## config.mk

```make
export PLATFORM = sky130hd
export DESIGN_NAME = bcd2bin_mru
export DESIGN_NICKNAME = d
export VERILOG_FILES = /design/src/rtl/bcd2bin_mru.sv
export SDC_FILE = /design/constraint.sdc
export NUM_CORES = 1
export LEC_CHECK = 0
export ABC_AREA = 1
export CORE_ASPECT_RATIO = 0.9
export CORE_MARGIN = 1.5
export CORE_UTILIZATION = 60
export CTS_CLUSTER_DIAMETER = 40
export CTS_CLUSTER_SIZE = 28
export DETAILED_ROUTE_END_ITERATION = 16
export GPL_TIMING_DRIVEN = 0
export MAX_ROUTING_LAYER = met4
export PLACE_DENSITY = 0.85
export SYNTH_ARGS = -nofsm -noshare
export SYNTH_HDL_FRONTEND = slang
export SYNTH_SLANG_ARGS = --single-unit
```

## constraint.sdc

```tcl
create_clock -name clk -period 5.05 [get_ports clk]
set_input_delay 0.7575 -clock clk [delete_from_list [all_inputs] [get_ports clk]]
set_output_delay 0.7575 -clock clk [all_outputs]
set_load 0.01 [all_outputs]
```

## src/rtl/bcd2bin_mru.sv

```systemverilog
// bcd2bin_mru
//   Rebuilds a 16-bit binary value from a 5-digit packed BCD word, one digit
//   per enabled clock, most-significant digit first (acc = acc*10 + digit).
//   A set/getData handshake moves each conversion through IDLE, CONV and DONE.
//   An optional cooldown of MAX_RATE enabled cycles follows each getData.
//
// Ports
//   clk      in   1   system clock, rising edge
//   rst_n    in   1   asynchronous active-low reset
//   set      in   1   start request, accepted in IDLE when ready
//   data     in   20  packed BCD, [19:16] = ten-thousands ... [3:0] = units
//   getData  in   1   consumer acknowledge, acted on in DONE
//   enable   in   1   clock enable; 0 holds every piece of state
//   dataOut  out  16  binary result (16'hFFFF when err)
//   valid    out  1   result available
//   err      out  1   bad digit or value above 65535; qualified by valid
//   ready    out  1   idle and cooldown expired
module bcd2bin_mru #(
  parameter int unsigned MAX_RATE = 0
) (
  input  logic        clk,
  input  logic        rst_n,
  input  logic        set,
  input  logic [19:0] data,
  input  logic        getData,
  input  logic        enable,
  output logic [15:0] dataOut,
  output logic        valid,
  output logic        err,
  output logic        ready
);

  localparam int unsigned CW = (MAX_RATE > 0) ? $clog2(MAX_RATE + 1) : 1;

  typedef enum logic [1:0] {
    IDLE = 2'd0,
    CONV = 2'd1,
    DONE = 2'd2,
    COOL = 2'd3
  } state_t;

  state_t          state;
  logic [19:0]     shift;
  logic [16:0]     acc;
  logic [2:0]      digit_cnt;
  logic            bad;
  logic [CW-1:0]   cool_cnt;

  // Next-digit arithmetic; *10 is built as (acc<<3)+(acc<<1).
  logic [3:0]      digit;
  logic [16:0]     acc_next;
  logic            bad_next;
  logic            ovf;

  always_comb begin
    digit    = shift[19:16];
    acc_next = (acc << 3) + (acc << 1) + {13'd0, digit};
    bad_next = bad | (digit > 4'd9);
    ovf      = acc_next[16];
  end

  always_ff @(posedge clk or negedge rst_n) begin
    if (!rst_n) begin
      state     <= IDLE;
      shift     <= '0;
      acc       <= '0;
      digit_cnt <= '0;
      bad       <= 1'b0;
      cool_cnt  <= '0;
      dataOut   <= '0;
      valid     <= 1'b0;
      err       <= 1'b0;
      ready     <= 1'b1;
    end else if (enable) begin
      unique case (state)
        IDLE: begin
          if (set) begin
            shift     <= data;
            acc       <= '0;
            digit_cnt <= '0;
            bad       <= 1'b0;
            ready     <= 1'b0;
            state     <= CONV;
          end
        end
        CONV: begin
          acc   <= acc_next;
          shift <= shift << 4;
          bad   <= bad_next;
          if (digit_cnt == 3'd4) begin
            // Result is committed on the same edge that consumes the last digit.
            err     <= bad_next | ovf;
            dataOut <= (bad_next | ovf) ? 16'hFFFF : acc_next[15:0];
            valid   <= 1'b1;
            state   <= DONE;
          end else begin
            digit_cnt <= digit_cnt + 3'd1;
          end
        end
        DONE: begin
          if (getData) begin
            valid <= 1'b0;
            err   <= 1'b0;
            if (MAX_RATE == 0) begin
              ready <= 1'b1;
              state <= IDLE;
            end else begin
              cool_cnt <= CW'(MAX_RATE);
              state    <= COOL;
            end
          end
        end
        COOL: begin
          // Leaving on the decrement that reaches zero keeps ready low for
          // exactly MAX_RATE enabled cycles after the acknowledge.
          if (cool_cnt <= CW'(1)) begin
            cool_cnt <= '0;
            ready    <= 1'b1;
            state    <= IDLE;
          end else begin
            cool_cnt <= cool_cnt - CW'(1);
          end
        end
        default: state <= IDLE;
      endcase
    end
  end

endmodule

```

==> metrics.csv <==
metric,value,unit
async set-or-reset flop fraction in the synthesized netlist,100,%
Root Driver,clkbuf_8,
Clock Tree Buf Depth,2,
MaxCap Viol Count,0,
number of routed nets with antenna violations,0,
initial antenna violation count,0,
Mean Syn Cell Area,7.70,um2
GR Overflow Total,0,
CP max FO,10,
most area-consuming cells after synthesis,"dfrtp_1 (40%), nand2_1 (14%), ha_1 (10%), inv_1 (7.5%), o21ai_0 (4.4%)",
All-Layer GR Usage,29.9,%
vias in the first global route,3426,
DRT Wirelength,9020,um
H-tree Lvls,3,
synth cell count leaders,"nand2_1 (136), inv_1 (75), dfrtp_1 (60), nor2_1 (37), o21ai_0 (33)",
Layout Area Growth over Synthesis,20.1,%
largest net degree at the start of global routing,43,
CTS tree,built,
Rel. slew slack,68.0,%
DRC violations left,0,
Yosys reg bits,61,
Syn Inst Count,485,
I/O pin total,44,
Crit. End Element,flop,
CTS Sinks,61,
Port Buffers,43,
Final Setup Violations,0,
row cnt,27,
status,finished clean,
Final Cycle Share,52.9,%
min-delay worst type,in -> async,
"EDFF count, synth",0,
starting density of the core,61.4,%
Unique masters post-synth,34,
CTS Hold Bufs,0,
postcts setup bufs,0,
Final Max Slew Viols,0,
average via count per standard cell,5.55,
Die Y,77.9,um
WL per Instance,14.6,um
first-iteration detailed-routing DRC count,260,
Core Region,6080,um2
Peak Freq,374,MHz
global-route wire length before repair,15200,um
Final Skew,0.00553,ns
top cell type's share of synthesized area,40.2,%
Critical R2R Launch,acc[0],
post-synthesis instance area,3730,um2
worst endpoint data arrival time,2.90,ns
CTS Buf Count,9,
Worst-Margin Slew,0.479,ns
setup_tns,0,ns
Power Density,762,nW/um2
ant diodes,0,
CTS resizes,0,
startpoint types,flop,
sequential fraction of the synthesis area,40.9,%
Die X,86.2,um
"Reg clk slew, reported paths",0.07,ns
ratio of cells with drive above 1 in the final layout,8.26,%
fin crit period,2.67,ns
Min Hold Slack,0.373,ns
R2R Setup Slk,2.38,ns
final hold violations,0,
Crit Path Category,reg -> reg,
CP required,5.28,ns
Leak,0.00235,uW
fill count,475,
# nets final,597,
vias post-DR,3423,
RD Place Congestion,0.912,
Reg2Reg Depth,12,
drt pass-1 iters,5,
r2r endpoint,dataOut[7],
RSZ-0062 raised after global routing,false,
latest clock arrival within the worst-skew pair,0.34,ns
peak supply drop,0.381,mV
"Primary FF master, synth",dfrtp_1,
Syn. warnings,0,
syn_nets,542,
dpl hpwl,6640,um
most frequent cell after synthesis,nand2_1,
die area,6710,um2
post-synth top area cell,dfrtp_1,
[cell families after synthesis]
| family | share of synthesized area [%] |
|---|---|
| AO/OA/AOI/OAI | 10.7 |
| XOR/XNOR | 1.41 |
| adder cells (fa/ha/maj) | 11.1 |
| buffers and inverters | 9.68 |
| flip-flops | 40.9 |
| AND/OR/NAND/NOR | 26.2 |
[registers in the layout, summed over array words and instances, names as in the netlist]
| register | cells |
|---|---|
| err | 1 |
| digit_cnt | 3 |
| acc | 16 |
| dataOut | 16 |
| state | 2 |
| ready | 1 |
| shift | 20 |
| valid | 1 |
| bad | 1 |
[how the worst max path moves through the flow]
stage | end | cells after the start | start
after CTS | dataOut[6] | 12 | acc[0]
after detailed placement | dataOut[6] | 12 | acc[0]
after global routing | dataOut[8] | 12 | acc[0]
after global placement | shift[4] | 1 | rst_n
after floorplan | dataOut[1] | 12 | acc[0]
final | dataOut[7] | 12 | acc[0]
[metal layers]
metal	vias to the layer above	GRT usage, %	wire length (um)
met2	97	50.8	4570
met1	1653	37.0	3850
met4	0	8.39	130
met3	16	5.21	463
met5	-	-	0
li1	1657	-	-
[layout by cell type, fill, tap and decap left out, types with 3 or more instances in the layout]
master             n
nand2_1          136
inv_1             75
dfrtp_1           60
clkdlybuf4s50_1   42
nor2_1            37
o21ai_0           33
ha_1              30
nand3_1           17
nand4_1           13
o211ai_1          12
a21oi_1           10
clkbuf_8          10
buf_2              8
or2_2              6
xnor2_1            5
or2_1              5
nor2_4             4
inv_2              4
o21ai_1            4
clkbuf_1           3
o22ai_1            3
clkinv_2           3
[report_power, final]
group	leakage (uW)	internal, uW	total, uW	switching (uW)
Sequential	0.000734	714	860	147
Combinational	0.00150	793	2080	1290
Clock	0.000113	289	480	191
Total	0.00235	1800	3420	1620
[stage by stage]
step,setup WS [ns],utilization [%],area [um2],instances,total power [uW]
after floorplan,2.79,-,3730,485,2260
after global placement,1.34,70.0,4260,600,2780
after detailed placement,2.41,70.2,4270,601,2880
after CTS,2.41,73.8,4490,617,3400
after global routing,2.23,73.8,4490,617,3720
final,2.38,73.8,4490,617,3420
[area by class of cell]
type	instances	area, um2	share of cell area [%]
clock inverter	5	75.1	1.67
clock buffer	11	141	3.15
inverter	79	297	6.61
timing repair buffer	44	445	9.93
multi-input combinational	332	1850	41.1
tap	72	90.1	2.01
buffer	13	65.1	1.45
sequential	61	1530	34.0
[worst max-delay path, cell delays in order (launching register included)]
cell	delay [ns]
dfrtp_1	0.39
inv_1	0.11
fa_1	0.48
fa_1	0.48
inv_1	0.10
nand2_1	0.08
nand3_1	0.12
nand2_1	0.11
nand3_1	0.17
buf_2	0.24
nand4_1	0.16
nand2_1	0.10
inv_1	0.04
No activity file was read; power rests on OpenSTA's default activity.
